## config.mk

```make
export PLATFORM = sky130hd
export DESIGN_NAME = lzw_out_buffer
export DESIGN_NICKNAME = d
export VERILOG_FILES = /design/src/rtl/lzw_out_buffer.sv
export SDC_FILE = /design/constraint.sdc
export NUM_CORES = 1
export LEC_CHECK = 0
export CAP_MARGIN = 20
export CORE_MARGIN = 4
export CORE_UTILIZATION = 40
export DETAILED_ROUTE_END_ITERATION = 8
export MAX_ROUTING_LAYER = met4
export PLACE_DENSITY = 0.73
export SYNTH_ARGS = -nofsm -noshare
export SYNTH_HDL_FRONTEND = slang
export SYNTH_SLANG_ARGS = --single-unit
```

## constraint.sdc

```tcl
create_clock -name clk -period 2.23 [get_ports clk]
set_input_delay 0.5575 -clock clk [delete_from_list [all_inputs] [get_ports clk]]
set_output_delay 0.5575 -clock clk [all_outputs]
set_load 0.02 [all_outputs]
```

## src/rtl/lzw_out_buffer.sv

```systemverilog
// -----------------------------------------------------------------------------
// lzw_out_buffer
//
// Purpose:
//   Responder side of the controller's output-buffer interface. Accepts LZW
//   codes from the microprogrammed controller and packs them LSB-first into a
//   byte stream with a valid/ready handshake. On CloseBuffer any remaining bits
//   are emitted as a zero-padded final byte, after which BufferDone is raised.
//
// Ports:
//   clk              in   system clock, all state changes on posedge
//   reset            in   synchronous, active-high
//   RequestOutBuffer in   push Code this cycle (one code per high cycle)
//   CloseBuffer      in   end of stream: flush and finish
//   Code             in   [CODE_W-1:0] code to append
//   OutData          out  [7:0] output byte
//   OutValid         out  OutData valid
//   OutReady         in   downstream accepts OutData when OutValid && OutReady
//   BufferBusy       out  controller must not push or close while high
//   BufferDone       out  stream fully emitted, sticky until reset
//   Overflow         out  sticky: a push or close was dropped
//   ByteCount        out  [CNT_W-1:0] completed handshakes, wraps
// -----------------------------------------------------------------------------
module lzw_out_buffer #(
    parameter int CODE_W = 9,
    parameter int CNT_W  = 16
) (
    input  logic              clk,
    input  logic              reset,
    input  logic              RequestOutBuffer,
    input  logic              CloseBuffer,
    input  logic [CODE_W-1:0] Code,
    output logic [7:0]        OutData,
    output logic              OutValid,
    input  logic              OutReady,
    output logic              BufferBusy,
    output logic              BufferDone,
    output logic              Overflow,
    output logic [CNT_W-1:0]  ByteCount
);

    // A push only lands when fewer than 8 bits are pending, so the worst case
    // is 7 leftover bits plus one full code.
    localparam int ACC_W = CODE_W + 7;
    localparam int CW    = $clog2(CODE_W + 8);

    typedef enum logic [1:0] {
        ST_RUN,
        ST_FLUSH,
        ST_DONE
    } state_t;

    state_t             state_q, state_d;
    logic [ACC_W-1:0]   acc_q, acc_d;
    logic [CW-1:0]      cnt_q, cnt_d;
    logic [7:0]         data_q, data_d;
    logic               valid_q, valid_d;
    logic               done_q, done_d;
    logic               ovf_q, ovf_d;
    logic [CNT_W-1:0]   bcnt_q, bcnt_d;

    logic busy;
    logic out_free;
    logic handshake;
    logic have_byte;

    assign have_byte = (cnt_q >= CW'(8));
    assign busy      = have_byte || (state_q != ST_RUN);
    assign out_free  = !valid_q || OutReady;
    assign handshake = valid_q && OutReady;

    assign OutData    = data_q;
    assign OutValid   = valid_q;
    assign BufferBusy = busy;
    assign BufferDone = done_q;
    assign Overflow   = ovf_q;
    assign ByteCount  = bcnt_q;

    always_ff @(posedge clk) begin
        if (reset) begin
            state_q <= ST_RUN;
            acc_q   <= '0;
            cnt_q   <= '0;
            data_q  <= '0;
            valid_q <= 1'b0;
            done_q  <= 1'b0;
            ovf_q   <= 1'b0;
            bcnt_q  <= '0;
        end else begin
            state_q <= state_d;
            acc_q   <= acc_d;
            cnt_q   <= cnt_d;
            data_q  <= data_d;
            valid_q <= valid_d;
            done_q  <= done_d;
            ovf_q   <= ovf_d;
            bcnt_q  <= bcnt_d;
        end
    end

    always_comb begin
        state_d = state_q;
        acc_d   = acc_q;
        cnt_d   = cnt_q;
        data_d  = data_q;
        valid_d = valid_q;
        done_d  = done_q;
        ovf_d   = ovf_q;
        bcnt_d  = bcnt_q;

        if (handshake) begin
            bcnt_d = bcnt_q + CNT_W'(1);
        end

        // Any request arriving while busy is lost; flag it for the controller.
        if ((RequestOutBuffer || CloseBuffer) && busy) begin
            ovf_d = 1'b1;
        end

        // Bits above cnt are always zero, so OR-ing the shifted code appends it.
        if (RequestOutBuffer && !busy) begin
            acc_d = acc_q | (ACC_W'(Code) << cnt_q);
            cnt_d = cnt_q + CW'(CODE_W);
        end

        // A same-cycle push has already been folded in above, so entering
        // FLUSH here flushes that code too.
        if (CloseBuffer && !busy) begin
            state_d = ST_FLUSH;
        end

        // Push requires cnt<8 and RUN; every branch below requires cnt>=8 or
        // FLUSH, so none of them can overwrite a push.
        if (have_byte && out_free) begin
            data_d  = acc_q[7:0];
            acc_d   = acc_q >> 8;
            cnt_d   = cnt_q - CW'(8);
            valid_d = 1'b1;
        end else if (state_q == ST_FLUSH && cnt_q != '0 && out_free) begin
            // Partial final byte: bits above cnt are already zero.
            data_d  = acc_q[7:0];
            acc_d   = '0;
            cnt_d   = '0;
            valid_d = 1'b1;
        end else if (state_q == ST_FLUSH && out_free) begin
            // cnt is zero and the last byte is gone (or leaving this edge).
            state_d = ST_DONE;
            done_d  = 1'b1;
            valid_d = 1'b0;
        end else if (handshake) begin
            valid_d = 1'b0;
        end
    end

endmodule
```

---- Yosys cells after proc, flatten, opt, wreduce, memory -nomap -nowiden ----
Cells that the tools add are included.
word-level totals
  bits in latches ......................... 0
  logic and storage cells ................. 54
  input bits .............................. 14
  memory bits (writable) .................. 0
  memory bits (read-only) ................. 0
  flip-flop bits (word level) ............. 50
  memories ................................ 0
cells by class
  div/mod/pow operators ................... 0
  add/sub/neg operators ................... 3
  equal/unequal tests ..................... 1
  reductions and logical operators ........ 20
  multiplexer cells ....................... 16
  multiply operators ...................... 0
  $lt $le $gt $ge ......................... 1
  shift operators ......................... 1
  bitwise gates (word level) .............. 3
operators with widths
  cell                                                                                 number
  8-bit 2-to-1 mux                                                                     5
  16-bit by 1-bit adder with 16-bit output, second input constant                      1
  16-bit bitwise OR                                                                    1
  9-bit by 5-bit left shift with 16-bit output                                         1
  5-bit 2-to-1 mux                                                                     3
  1-bit logical AND                                                                    8
  2-bit 2-to-1 mux                                                                     4
  5-bit by 4-bit adder with 5-bit output, second input constant                        1
  5-bit by 4-bit greater-or-equal comparator with 1-bit output, second input constant  1
  5-bit nonzero test                                                                   1
  5-bit by 4-bit subtractor with 5-bit output, second input constant                   1
  1-bit 2-to-1 mux                                                                     4
  2-bit nonzero test                                                                   2
  4-bit nonzero test                                                                   1
  1-bit logical OR                                                                     3
  3-bit AND reduction                                                                  1
  3-bit nonzero test                                                                   1
  3-bit OR reduction                                                                   1
  2-bit by 1-bit equality test with 1-bit output, second input constant                1
  1-bit logical NOT                                                                    2
  1-bit NOT                                                                            2

---- Longest topological paths before layout ----
  depth in word-level cells ............... 8
  depth in mapped cells ................... 11
  mapped depth without buffers ............ 6

---- Worst setup path before layout ----
Ideal clock, no wire load.
  path type ............................... flip-flop to output port
  start ................................... register cnt_q[1]
  end ..................................... output port BufferBusy
  slack ................................... 0.016 ns
  stages on the path, launching flop included .. 9
  arrival ................................. 1.657 ns
  path through ............................ dfxtp_1 buf_6 buf_4 buf_2 inv_1 ha_1 nand4bb_1 buf_2 nand4_1
between the ends
  word-level cells in the longest chain between the ends .. 2
ends and longest elaborated chain
  item                                                          RTL line  RTL
  start, declared                                               55        logic [CW-1:0] cnt_q, cnt_d;
  start signal, assigned                                        92        cnt_q <= cnt_d;
  5-bit by 4-bit greater-or-equal comparator with 1-bit output  67        assign have_byte = (cnt_q >= CW'(8));
  1-bit logical OR                                              68        assign busy = have_byte || (state_q != ST_RUN);
  end, declared                                                 36        output logic BufferBusy,
Every way passes these cells.

---- Worst setup path after layout ----
Ends and elaborated chain as after synthesis.

==> results.toml <==
[status]
status = "completed"

[placed_design]
gp_congestion = 0.8922
place_inst = 489
portBuffers = 41
dp_slack_ps = -83.90
detailed_place_hpwl_mm = 5.483

[detailed_routing]
drtIter0Drc = 125
totalWireLength_mm = 7.294
drcViolationCount = 0
final_antenna_net_count = 0
dr_total_vias = 2798
wire_per_inst_um = 14.68
dr.pass1.iters = 4
viasPerCell = 5.630

[finish]
fill_cells = 718
drive_gt1_frac = 0.1508
nNetsFinal = 415
finalNonFillerCells = 497
syn_to_final_growth_pct = 25.76
insertedDiodeCount = 0
register_area_mm2 = 0.001001
multi_input_area_mm2 = 0.001809

[synthesis]
synth_edf_count = 0
synth.largest_area_cell = "dfxtp_1"
synth_top_area_frac = 0.3335
synth_compound_area_frac = 0.2197
muxShareOfSynthArea = 0.09962
synthFlopType = "dfxtp_1"
synth_seq_cells = 50
synth_top_family_by_area = "simple AND/OR/NAND/NOR gates"
synth_simple_gate_area_frac = 0.2318
synth_area_leaders = "dfxtp_1, a21oi_1, mux4_2"
synth-adder-area-share = 0.01667
netlist-cell-type-count = 64
ys_seq_area_frac = 0.3335
async_reset_ff_frac = 0
synth_area_mm2 = 0.003002
syn_inst = 343
synth_xor_area_frac = 0.03501
synth.most_common_cell = "dfxtp_1"
synth_common_cells = "dfxtp_1, a21oi_1, nor2_1"
synth_warnings = 0
synth_nets = 361
synth.avg_cell_area_um2 = 8.751

[die]
rows = 31
dieArea_mm2 = 0.008954
fp.dieW_um = 94.63
ios = 42
initial_core_util = 0.4116
die_h_um = 94.63
core-area_mm2 = 0.007292

[timing]
holdWs_ps = 457.2
layout_min_cycle_time_ps = 2122
fin_ws_ps = 108.4
fin_skew_ps = 8.928
fin_crit_sh = 0.9514
rsz0062_at_grt = "false"
final_max_slew_viol_count = 0
fmax_ghz = 0.4713
worstMarginPinSlew_ps = 390.2
finalHoldViolCount = 0
slew_headroom = 0.7331
finalSetupViolCount = 0

[flow_run]
drv_cap = 0

[worst_setup_path]
cp-start-kind = "register"
path_buf_inv = 2
slowest_delay_ps = 340
required_ps = 1670
reg2reg_setup_slack_ps = 240
crit_type = "reg2out"
path_cells = "inv_1 -> ha_1 -> nand4bb_1 -> nand4_1 -> dlygate4sd2_1"
path_delay_family = "buffers and inverters"
end_kind = "primary output"
cpMaxStageDelayCell = "dlygate4sd2_1"
crit_fanout = 4
worst_ep_arrival_time_ps = 1560

[cts]
cts_tree = "yes"
root_buffer = "clkbuf_8"
cts_buffers = 5
cts_setup_buffers = 0
htreeDepth = 2
clock_path_buffers = 2
clk_latency_ps = 300
cts.sinks = 50
clk_pin_slew_ps = 100

[grt]
antenna_found_initial = 0
overflow = 0
grt_pass1_wl_mm = 12.03
grt_pass1_vias = 2533
grt_use_total = 0.1692
grt_max_degree = 33

[power_and_ir_drop]
leakagePower_nw = 1.278
p_per_area_mw_per_mm2 = 990.3
vdd_drop_max_mv = 0.3605

[min_path]
hold_class = "reg2reg"
stage by stage:
stage	area (um2)	power, mW	util	TNS, ps
detailed placement	3655	3.079	0.5012	-191.7
finish	3775	3.738	0.5177	0
CTS	3775	3.752	0.5177	0
floorplan	3002	2.482	-	0
global placement	3655	3.048	0.5012	-136.5
global route	3775	3.979	0.5177	0
sequential cells by signal, indices dropped and copies added (netlist names):
signal / cells
Overflow: 1
OutValid: 1
acc_q: 16
cnt_q: 5
ByteCount: 16
OutData: 8
BufferDone: 1
state_q: 2
cells by family (layout without fill, tap and decap cells):
| kind of cell | after synthesis | in the layout |
|---|---|---|
| AOI/OAI and AO/OA | 96 | 96 |
| xor gates and xnor gates | 12 | 12 |
| adders and majority gates | 4 | 4 |
| buffers and inverters | 39 | 94 |
| DFF | 50 | 50 |
| muxes | 21 | 21 |
| and+or+nand+nor | 121 | 121 |
placed cells by master (no fill, tap or decap), drive strengths merged, types with 11 or more instances in the layout:
cell type / instances
nor3: 11
dfxtp: 50
a21oi: 29
buf: 31
o21ai: 19
clkdlybuf4s50: 40
inv: 15
nor2: 21
nand3: 19
nand2: 17
layout make-up:
type	count	area share
Timing Repair Buffer	72	0.1767
Sequential cell	50	0.2652
Inverter	14	0.01392
Multi-Input combinational cell	254	0.4793
Tap cell	99	0.03281
Clock inverter	2	0.01028
Clock buffer	6	0.02188
timing repair:
| item | 4_1_cts | 5_1_grt |
|---|---|---|
| endpoints found under the setup margin | 1 | 0 |
| gates resized for setup | 1 | 0 |
| hold buffers | 0 | 0 |
per-layer routing:
| metal | wire length (um) | part of all wire | global-route usage |
|---|---|---|---|
| met5 | 0 | 0 | - |
| met4 | 157 | 0.022 | 0.06250 |
| met2 | 3442 | 0.47 | 0.2707 |
| met1 | 3325 | 0.46 | 0.2144 |
| met3 | 369 | 0.051 | 0.02869 |
worst paths after layout:
check / startpoint / end / depth (start not counted)
min reg2reg: acc_q[8] / acc_q[8] / 2
min: acc_q[8] / acc_q[8] / 2
max reg2reg: cnt_q[1] / acc_q[7] / 5
max: cnt_q[1] / BufferBusy / 5
worst min-delay path: stages, from the launching register on:
cell	delay [ps]
dfxtp_1	320
inv_1	50
a21oi_1	50
power by group:
| part | switching, mW | internal, mW |
|---|---|---|
| sequential | 0.101 | 1.02 |
| clock | 0.313 | 0.369 |
| combinational | 1.09 | 0.854 |
| total | 1.50 | 2.24 |
Power figures use the tool's default switching activity.
